--- config.mk ---
export PLATFORM = sky130hd
export DESIGN_NAME = ws2812_tx
export DESIGN_NICKNAME = d
export VERILOG_FILES = /design/src/rtl/ws2812_tx.sv
export SDC_FILE = /design/constraint.sdc
export NUM_CORES = 1
export LEC_CHECK = 0
export ABC_AREA = 1
export CAP_MARGIN = 20
export CORE_UTILIZATION = 55
export DETAILED_ROUTE_END_ITERATION = 10
export PLACE_DENSITY = 0.79
export SETUP_SLACK_MARGIN = 0.5
export SYNTH_ARGS = -nofsm -noshare
export SYNTH_HDL_FRONTEND = slang
export SYNTH_SLANG_ARGS = --single-unit
export TNS_END_PERCENT = 5
--- constraint.sdc ---
create_clock -name clk -period 3.01 [get_ports clk]
set_input_delay 0.602 -clock clk [delete_from_list [all_inputs] [get_ports clk]]
set_output_delay 0.602 -clock clk [all_outputs]
set_load 0.01 [all_outputs]
--- src/rtl/ws2812_tx.sv ---
// WS2812 single-wire NRZ transmitter: requests one GRB word per pixel
// and shifts it out MSB-first as pulse-width coded bits.
module ws2812_tx #(
  parameter int         CLK_FREQ_HZ = 50_000_000,
  parameter logic [7:0] T0H         = 8'd20,
  parameter logic [7:0] T1H         = 8'd40,
  parameter logic [7:0] TBIT        = 8'd63
) (
  input  logic        clk,
  input  logic        rst,
  output logic        ws2812_data_req,
  input  logic [23:0] ws2812_data,
  input  logic        ws2812_data_vld,
  output logic        ws2812_dout,
  output logic        busy,
  output logic        pixel_done
);

  if (CLK_FREQ_HZ <= 0 || T0H == 8'd0 || T0H >= T1H || T1H >= TBIT)
  begin : g_bad_param
    $error("ws2812_tx: invalid timing parameters");
  end

  typedef enum logic [1:0] {
    S_IDLE,
    S_REQ,
    S_SEND
  } state_t;

  localparam logic [7:0] LAST_CYC = TBIT - 8'd1;

  state_t      r_state;
  state_t      w_state_nxt;
  logic [23:0] r_shr;
  logic [23:0] w_shr_nxt;
  logic [4:0]  r_bit_idx;
  logic [4:0]  w_bit_idx_nxt;
  logic [7:0]  r_cyc;
  logic [7:0]  w_cyc_nxt;
  logic        r_dout;
  logic        w_dout_nxt;
  logic        r_vld_d;
  logic        w_vld_rise;
  logic        w_last_cyc;
  logic        w_last_bit;

  assign w_vld_rise = ws2812_data_vld & ~r_vld_d;
  assign w_last_cyc = (r_cyc == LAST_CYC);
  assign w_last_bit = (r_bit_idx == 5'd0);

  always_ff @(posedge clk or posedge rst) begin
    if (rst) begin
      r_state <= S_IDLE;
    end else begin
      r_state <= w_state_nxt;
    end
  end

  always_comb begin
    w_state_nxt = r_state;
    unique case (r_state)
      S_IDLE: w_state_nxt = S_REQ;
      S_REQ: begin
        if (w_vld_rise) w_state_nxt = S_SEND;
      end
      S_SEND: begin
        if (w_last_cyc && w_last_bit) w_state_nxt = S_REQ;
      end
      default: w_state_nxt = S_IDLE;
    endcase
  end

  always_comb begin
    ws2812_data_req = 1'b0;
    busy            = 1'b0;
    pixel_done      = 1'b0;
    unique case (r_state)
      S_REQ:  ws2812_data_req = 1'b1;
      S_SEND: begin
        busy       = 1'b1;
        pixel_done = w_last_cyc & w_last_bit;
      end
      default: ;
    endcase
  end

  always_comb begin
    w_shr_nxt     = r_shr;
    w_bit_idx_nxt = r_bit_idx;
    w_cyc_nxt     = r_cyc;
    unique case (r_state)
      S_REQ: begin
        if (w_vld_rise) begin
          w_shr_nxt     = ws2812_data;
          w_bit_idx_nxt = 5'd23;
          w_cyc_nxt     = 8'd0;
        end
      end
      S_SEND: begin
        if (!w_last_cyc) begin
          w_cyc_nxt = r_cyc + 8'd1;
        end else if (!w_last_bit) begin
          w_shr_nxt     = {r_shr[22:0], 1'b0};
          w_bit_idx_nxt = r_bit_idx - 5'd1;
          w_cyc_nxt     = 8'd0;
        end
      end
      default: ;
    endcase
  end

  // Line level is computed from next-cycle state so the register
  // output lines up with the cycle count it describes.
  always_comb begin
    w_dout_nxt = 1'b0;
    if (w_state_nxt == S_SEND) begin
      w_dout_nxt = (w_cyc_nxt < (w_shr_nxt[23] ? T1H : T0H));
    end
  end

  always_ff @(posedge clk or posedge rst) begin
    if (rst) begin
      r_shr     <= 24'd0;
      r_bit_idx <= 5'd0;
      r_cyc     <= 8'd0;
      r_dout    <= 1'b0;
      r_vld_d   <= 1'b0;
    end else begin
      r_shr     <= w_shr_nxt;
      r_bit_idx <= w_bit_idx_nxt;
      r_cyc     <= w_cyc_nxt;
      r_dout    <= w_dout_nxt;
      r_vld_d   <= ws2812_data_vld;
    end
  end

  assign ws2812_dout = r_dout;

endmodule
==> tab_implementation.tex, run 1 <==
\begin{tabular}{lr}
\hline
Metric & Value \\
\hline
\multicolumn{2}{l}{\textbf{Yosys}} \\
Area leader, netlist & sky130\_fd\_sc\_hd\_\_dfrtp\_1 \\
Multiplexer area fraction after synthesis & 0\% \\
Post-Synthesis Net Count & around 360 \\
Post-synth cell types & 31 \\
Count of synthesis-stage warnings from yosys & 0 \\
Gate Count Post-Synth & 321 \\
Parity-gate share of the synthesized area counting xor and xnor cells & 0.355\% \\
Sequential area share after synthesis & 41.5\% \\
Yosys top cell area share & 41.5\% \\
Synthesis-stage register bit count & between 40 and 50 \\
Mapped Area & 2470 sq um \\
Largest family of logic cells by synthesized area & simple AND/OR/NAND/NOR gates \\
Fraction of the mapped netlist area in adder cells & 5.57\% \\
Most area-consuming cells after synthesis & sky130\_fd\_sc\_hd\_\_dfrtp\_1, sky130\_fd\_sc\_hd\_\_nand2\_1, sky130\_fd\_sc\_hd\_\_inv\_1 \\
Post-synthesis compound-gate area fraction & 16.2\% \\
Synth Area in Simple Gates & 24.2\% \\
Mapped Avg Cell Area & roughly 7.7 sq um \\
\multicolumn{2}{l}{\textbf{Timing}} \\
Final worst path period need & 2380 ps \\
Least-Margin Pin Slew & about 530 ps \\
Final number of max-transition violations & 0 \\
Peak Freq & 421 MHz \\
Worst slack on hold paths & 495 ps \\
Final count of negative-setup-slack endpoints & 0 \\
Final Cycle Share & 79.0\% \\
Sum Neg Setup Slack & 0 ps \\
Post-Route Skew & 7.82 ps \\
Tightest slew margin relative to the limit & 64.9\% \\
Number of failing hold endpoints at the final stage & 0 \\
Setup repair after global routing missed its margin & true \\
\multicolumn{2}{l}{\textbf{Floorplanning}} \\
Area of the die & 4760 sq um \\
Floorplan die height & 69.0 microns \\
Floorplan die width & 69.0 microns \\
Effective utilization at floorplan & 57.1\% \\
Number of cell rows & 24 \\
Total I/O pin count & 31 \\
Area of the core & 4320 sq um \\
\multicolumn{2}{l}{\textbf{Pwr}} \\
Largest voltage drop on the vdd net & 790 uV \\
Cell Pwr Density & 706 nW/um\^{}2 \\
Post-route total power & between 2 and 2.5 mW \\
Total leakage power & 1.32 nW \\
\multicolumn{2}{l}{\textbf{Drt}} \\
Routed WL per cell & about 13 microns \\
First-iteration detailed-routing DRC count & 185 \\
Detailed Routing Iterations Pass 1 & 4 \\
Post-route DRC & 0 \\
Final antenna-violating net count & 0 \\
Total wire length after detailed routing & 5.33 mm \\
Detailed-route via count & 2,160 \\
Via-per-instance ratio & 5.37 \\
\multicolumn{2}{l}{\textbf{Layout}} \\
Layout Utilization & 69.4\% \\
Layout-stage area growth over the synthesis result & 21.6\% \\
Most common library cell in the layout ignoring fill and taps & sky130\_fd\_sc\_hd\_\_nand2\_1 \\
Share of post-route cells with drive strength above 1 & between 10\% and 20\% \\
Finished Cell Area & 3000 sq um \\
Commonest cells after routing, fill and taps aside & sky130\_fd\_sc\_hd\_\_nand2\_1, sky130\_fd\_sc\_hd\_\_inv\_1, sky130\_fd\_sc\_hd\_\_dfrtp\_1 \\
Number of diodes & 0 \\
Final net count & 387 \\
\multicolumn{2}{l}{\textbf{Place}} \\
Count of input and output buffers & 30 \\
Post-Place Cell Area & 2790 sq um \\
HPWL Detailed & between 3 and 4 mm \\
Placer Congestion & around 0.90 \\
\multicolumn{2}{l}{\textbf{Min path}} \\
Class of the worst hold path & flop to flop \\
Cells on Worst Hold Path & 2 \\
Min-Delay Startpoint & r\_shr[22] \\
Worst hold endpoint & r\_shr[22] \\
\multicolumn{2}{l}{\textbf{Critical path}} \\
R2R Path Start & r\_state[0] \\
Critical path startpoint category & flop \\
Critical path's slowest cell & sky130\_fd\_sc\_hd\_\_dfrtp\_1 \\
Critical path cell sequence & inv\_1, ha\_1, inv\_1, nor2\_2, nand2\_2, nor2\_2, nand2\_1, inv\_1, dlygate4sd2\_1 \\
Worst path arrival time & 1780 ps \\
Capturing element type of the critical path & primary output \\
WS Path Type & flop to primary output \\
Cell count of the worst reg-to-reg path & 12 \\
Register-to-Register Setup Slack & just under 700 ps \\
RR Endpoint & ws2812\_dout \\
Maximum net fanout on the critical path & 5 \\
Data required time at the worst endpoint & 2410 ps \\
Worst path most repeated cell & sky130\_fd\_sc\_hd\_\_inv\_1 \\
Critical Path Max Stage Delay & 360 ps \\
\multicolumn{2}{l}{\textbf{Global route}} \\
Number of global-route vias before repair & $\sim$2,200 \\
Initial antenna violation count & 0 \\
Pin count of the biggest net entering global routing & 50 \\
First-pass GRT wire length & 9.49 mm \\
Total overflow reported by the global router & 0 \\
Overall Global Routing Usage & 24.5\% \\
\multicolumn{2}{l}{\textbf{Clock network}} \\
TritonCTS clock tree & done \\
Clock sinks & 41 \\
Clock latency of the later-clocked register in the worst-skew pair & 300 ps \\
H-tree levels & 2 \\
Inserted Clock Buffers & 5 \\
Root Buffer & sky130\_fd\_sc\_hd\_\_clkbuf\_8 \\
Buffer depth of the longest clock path & 2 \\
Post-CTS clock slew at the launch and capture registers of the worst setup and hold paths & 80 ps \\
\multicolumn{2}{l}{\textbf{Run}} \\
Maximum Capacitance Violations & 0 \\
\multicolumn{2}{l}{\textbf{Outcome}} \\
Result of the run & complete, no violations \\
\hline
\end{tabular}
==> registers in the layout, summed over array words and instances, names as in the netlist <==
| signal | flops |
|---|---|
| r_state | 2 |
| r_cyc | 8 |
| ws2812_dout | 1 |
| r_vld_d | 1 |
| r_bit_idx | 5 |
| r_shr | 24 |
==> Yosys cell counts <==
library cell,n
sky130_fd_sc_hd__o21ai_0,27
sky130_fd_sc_hd__nand3_4,1
sky130_fd_sc_hd__o22ai_1,2
sky130_fd_sc_hd__nand2_1,59
sky130_fd_sc_hd__nor3b_1,1
sky130_fd_sc_hd__dfrtp_1,41
sky130_fd_sc_hd__buf_2,5
sky130_fd_sc_hd__nand3b_1,2
sky130_fd_sc_hd__o2111ai_1,1
sky130_fd_sc_hd__nand2_2,1
sky130_fd_sc_hd__a21oi_1,3
sky130_fd_sc_hd__nor2_1,16
sky130_fd_sc_hd__a31oi_1,2
sky130_fd_sc_hd__o21ai_1,7
sky130_fd_sc_hd__nor2_4,1
sky130_fd_sc_hd__clkbuf_1,7
sky130_fd_sc_hd__nand4_1,3
sky130_fd_sc_hd__inv_1,57
sky130_fd_sc_hd__nand3_2,1
sky130_fd_sc_hd__buf_6,2
sky130_fd_sc_hd__nor2_2,1
sky130_fd_sc_hd__nand3_1,36
sky130_fd_sc_hd__a21o_1,1
sky130_fd_sc_hd__nand2_4,2
sky130_fd_sc_hd__xnor2_1,1
sky130_fd_sc_hd__clkbuf_2,1
sky130_fd_sc_hd__o31ai_1,23
sky130_fd_sc_hd__ha_1,11
sky130_fd_sc_hd__clkinv_2,1
sky130_fd_sc_hd__inv_2,1
sky130_fd_sc_hd__nor3_1,4
==> final cells by class <==
cell class / count / area [sq um]
Clock buffer: 7 / 86.3
Clock inverter: 1 / 30.0
Fill cell: 351 / 1320
Inverter: 59 / 224
Multi-Input combinational cell: 206 / 1220
Sequential cell: 41 / 1030
Tap cell: 52 / 65.1
Timing Repair Buffer: 36 / 348
==> worst max path at each step <==
stage,startpoint,cells after the start,end
global route,r_state[0],12,ws2812_dout
global placement,ws2812_data_vld,14,ws2812_dout
CTS,r_state[1],14,ws2812_dout
finish,r_bit_idx[0],9,pixel_done
floorplan,r_state[1],14,ws2812_dout
detailed placement,ws2812_data_vld,14,ws2812_dout
==> power by group <==
group	internal (mW)	switching (mW)	total, mW
combinational	0.310	0.629	0.939
clock	0.271	0.198	0.468
sequential	0.664	0.0489	0.713
==> stage by stage <==
step	setup slack, ps	instances
floorplan	693	321
global placement	254	393
detailed placement	98.0	393
CTS	454	401
global route	481	402
finish	633	402
==> metal layers <==
layer | GRT usage [%] | part of all wire (%) | wire length [microns]
met1 | 32.4 | 48 | 2540
met3 | 4.53 | 3.1 | 164
met4 | 8.84 | 1.6 | 85
met2 | 40.3 | 48 | 2540
met5 | 0 | 0 | 0
==> cells by family after synthesis <==
logic type	count (synthesis)
AOI/OAI and AO/OA	66
xor gates and xnor gates	1
buffers and inverters	74
DFF	41
adders and majority gates	11
and+or+nand+nor	128
==> worst max-delay path, delay by kind of cell (launching register included) <==
kind          cells  cell delay, ps
buf+inv           4             530
flops             1             360
simple gates      4             450
fa+ha+maj         1             160
==> repair_timing <==
item / CTS / global route
pin swaps: 0 / 2
gates resized for setup: 7 / 16
endpoints found under the setup margin: 2 / 2
setup buffers: 0 / 1
hold buffers: 0 / 0
(Power assumes the default switching activity.)
==> run 2: changes to the inputs <==
==> constraint.sdc (replaced) <==
create_clock -name clk -period 2.3 [get_ports clk]
set_input_delay 0.46 -clock clk [delete_from_list [all_inputs] [get_ports clk]]
set_output_delay 0.46 -clock clk [all_outputs]
set_load 0.01 [all_outputs]
==> run 2 against run 1 <==
Routed wire length grew 21%. Clock skew grew 5.3 ps. Critical path type is now flop to flop. Sequential share of layout area shrank 3.2 points.
==> tab_implementation.tex, run 2 (synthesis results as in run 1) <==
\begin{tabular}{lr}
\hline
Metric & Value \\
\hline
\multicolumn{2}{l}{\textbf{Clock network}} \\
Post-CTS clock slew at the launch and capture registers of the worst setup and hold paths & 90 ps (about the same) \\
Root Buffer & sky130\_fd\_sc\_hd\_\_clkbuf\_8 \\
Clock latency of the later-clocked register in the worst-skew pair & 300 ps (about the same) \\
TritonCTS clock tree & done \\
H-tree levels & 2 (unchanged) \\
Buffer depth of the longest clock path & 2 (unchanged) \\
Clock sinks & 41 (unchanged) \\
Total of hold buffers inserted after clock tree synthesis & 0 (unchanged) \\
Inserted Clock Buffers & 5 (unchanged) \\
\multicolumn{2}{l}{\textbf{Layout}} \\
Largest registers ranked by flip-flop count & r\_shr x24, r\_cyc x8, r\_bit\_idx x5 \\
Most common library cell in the layout ignoring fill and taps & sky130\_fd\_sc\_hd\_\_nand2\_1 \\
Layout-stage area growth over the synthesis result & 34.1\% \\
Fin cells & 427 (+6.2\%) \\
Number of flip-flops under the largest register name & 24 (unchanged) \\
Final net count & 412 (+6.5\%) \\
Number of diodes & 0 (unchanged) \\
Commonest cells after routing, fill and taps aside & sky130\_fd\_sc\_hd\_\_nand2\_1, sky130\_fd\_sc\_hd\_\_inv\_1, sky130\_fd\_sc\_hd\_\_dfrtp\_1 \\
Share of post-route cells with drive strength above 1 & 22.9\% (+12 points) \\
Top reg by flops & r\_shr \\
FILL cells & 295 (-16\%) \\
\multicolumn{2}{l}{\textbf{Drt}} \\
Detailed-route via count & 2,420 (+12\%) \\
Final antenna-violating net count & 0 (unchanged) \\
Routed WL per cell & 15.1 microns (+14\%) \\
Post-route DRC & 0 (unchanged) \\
Via-per-instance ratio & 5.67 (+5.5\%) \\
First-iteration detailed-routing DRC count & 206 (+11\%) \\
Total wire length after detailed routing & 6.43 mm (+21\%) \\
Detailed Routing Iterations Pass 1 & 4 (unchanged) \\
\multicolumn{2}{l}{\textbf{Place}} \\
Count of input and output buffers & 30 (unchanged) \\
Placer Congestion & 0.844 (-6.3\%) \\
Count of placed standard cells including taps & 403 (+2.5\%) \\
HPWL Detailed & 3.64 mm (+3.3\%) \\
\multicolumn{2}{l}{\textbf{Min path}} \\
Cells on Worst Hold Path & 2 (unchanged) \\
Class of the worst hold path & flop to flop \\
\multicolumn{2}{l}{\textbf{Pwr}} \\
Fraction of power spent switching nets & 41.8\% (+0.47 points) \\
Clock Power Share & 18.6\% (-3.5 points) \\
Total leakage power & 1.44 nW (+9.3\%) \\
Flop pwr share & 30.1\% (-3.5 points) \\
Cell Pwr Density & 953 nW/um\^{}2 (+35\%) \\
Largest voltage drop on the vdd net & 1150 uV (+46\%) \\
Comb pwr share & 51.2\% (+6.9 points) \\
P\_sw & 1.32 mW (+51\%) \\
Internal power & 1.84 mW (+48\%) \\
\multicolumn{2}{l}{\textbf{Global route}} \\
First-pass GRT wire length & 10.3 mm (+8.1\%) \\
Number of global-route vias before repair & 2,273 (+5.4\%) \\
Met3 Usage GRT & 4.82\% (+0.29 points) \\
Overall Global Routing Usage & 26.7\% (+2.2 points) \\
Initial antenna violation count & 0 (unchanged) \\
Pin count of the biggest net entering global routing & 42 (-16\%) \\
GRT met2 Usage & 44.8\% (+4.4 points) \\
Highest-utilization routing layer at the global route stage & met2 \\
Global routing usage on met1 & 34.9\% (+2.5 points) \\
Total overflow reported by the global router & 0 (unchanged) \\
\multicolumn{2}{l}{\textbf{Floorplanning}} \\
Area of the die & 4760 sq um (unchanged) \\
Number of cell rows & 24 (unchanged) \\
Floorplan die width & 69.0 microns (unchanged) \\
Floorplan die height & 69.0 microns (unchanged) \\
Effective utilization at floorplan & 57.1\% (unchanged) \\
Area of the core & 4320 sq um (unchanged) \\
Total I/O pin count & 31 (unchanged) \\
\multicolumn{2}{l}{\textbf{Critical path}} \\
Critical path startpoint category & flop \\
WS Path Type & flop to flop \\
Critical path cell sequence & inv\_2, ha\_4, inv\_2, nor2\_4, nand2\_2, buf\_6, nand3\_1, nand2\_1, nand2\_1, nand2\_2, buf\_4, ha\_1, a21o\_1, nor2\_1, nand4\_1, a21oi\_2 \\
Data required time at the worst endpoint & 2540 ps (+130 ps) \\
Capturing element type of the critical path & flop \\
Worst path arrival time & 2500 ps (+720 ps) \\
Register-to-Register Setup Slack & 40 ps (-640 ps) \\
Critical path's slowest cell & sky130\_fd\_sc\_hd\_\_dfrtp\_1 \\
Critical Path Max Stage Delay & 400 ps (+40 ps) \\
Cell count of the worst reg-to-reg path & 16 (+4) \\
Maximum net fanout on the critical path & 2 (-3) \\
\multicolumn{2}{l}{\textbf{Timing}} \\
Sum Neg Setup Slack & 0 ps (unchanged) \\
Number of failing hold endpoints at the final stage & 0 (unchanged) \\
Tightest slew margin relative to the limit & 64.0\% (-0.97 points) \\
Final number of max-transition violations & 0 (unchanged) \\
Least-Margin Pin Slew & 540 ps (+14.6 ps) \\
Post-Route Skew & 13.1 ps (+5.28 ps) \\
Final worst path period need & around 2300 ps \\
Final count of negative-setup-slack endpoints & 0 (unchanged) \\
Setup repair after global routing missed its margin & true \\
Final Cycle Share & between 90\% and 100\% \\
Peak Freq & between 400 and 500 MHz \\
Worst slack on hold paths & 520 ps (+24.9 ps) \\
\multicolumn{2}{l}{\textbf{Outcome}} \\
Result of the run & complete, no violations \\
\multicolumn{2}{l}{\textbf{Run}} \\
Maximum Capacitance Violations & 0 (unchanged) \\
\hline
\end{tabular}
[run 2: cell count changes in the layout (fill, tap and decap cells not counted), sizes merged]
cell | previous run | this run
clkinvlp | 0 | 1
clkinv | 0 | 2
buf | 6 | 33
clkdlybuf4s50 | 29 | 28
inv | 59 | 57
clkbuf | 7 | 6
dlygate4sd2 | 1 | 0
[run 2: critical path, delay by kind of cell, from the launching register on]
kind | cells | cell delay, ps
adders and majority gates | 2 | 350
buffers and inverters | 4 | 420
AOI/OAI and AO/OA | 2 | 300
DFF | 1 | 400
and+or+nand+nor | 8 | 730
[run 2: area by class of cell]
class	count	area [sq um]	share of cell area [%]
Sequential cell	41	1030	31.0
Multi-Input combinational cell	206	1320	39.8
Clock inverter	2	38.8	1.17
Tap cell	52	65.1	1.96
Clock buffer	6	72.6	2.19
Inverter	59	231	6.99
Timing Repair Buffer	61	559	16.9
[run 2: path summary, 6_finish.rpt]
| path | to | start |
|---|---|---|
| worst min-delay path | r_shr[22] | r_shr[22] |
| max in group asynchronous | r_state[0] | rst |
| worst min register to register | r_shr[22] | r_shr[22] |
| worst max register to register | ws2812_dout | r_bit_idx[1] |
| min in group asynchronous | r_state[0] | rst |
| worst max-delay path | ws2812_dout | r_bit_idx[1] |
[run 2: per-stage QoR]
| step | cell area (sq um) | utilization [%] | total power [mW] | worst slack, ps |
|---|---|---|---|---|
| 2_1_floorplan | 2540 | - | 1.89 | 247 |
| 3_3_place_gp | 2940 | 67.9 | 2.21 | -66.1 |
| 3_5_place_dp | 2940 | 67.9 | 2.24 | -140 |
| 4_1_cts | 3170 | 73.3 | 2.94 | 83.9 |
| 5_1_grt | 3310 | 76.6 | 3.35 | -90.8 |
| 6_report | 3310 | 76.6 | 3.16 | 38.6 |
[run 2: what timing repair did]
item / CTS / global route
buffers inserted: 10 / 6
pin swaps: 9 / 12
cloned: 0 / 0
resized for setup: 20 / 31
setup endpoints to repair: 32 / 33
[run 2: power by group through the flow]
stage                     sequential, mW  clock, mW  combinational, mW
after global placement             0.943          0               1.27
after CTS                          0.944      0.591               1.40
final                              0.952      0.589               1.62
after floorplan                    0.936          0              0.950
after detailed placement           0.945          0               1.29
after global routing               0.968      0.620               1.76
[run 2: per-layer routing]
metal | vias to the layer above | part of all wire [%]
met2 | 71 | 51
met5 | - | 0
met3 | 14 | 3.6
met4 | 0 | 2.4
li1 | 1158 | -
met1 | 1177 | 43
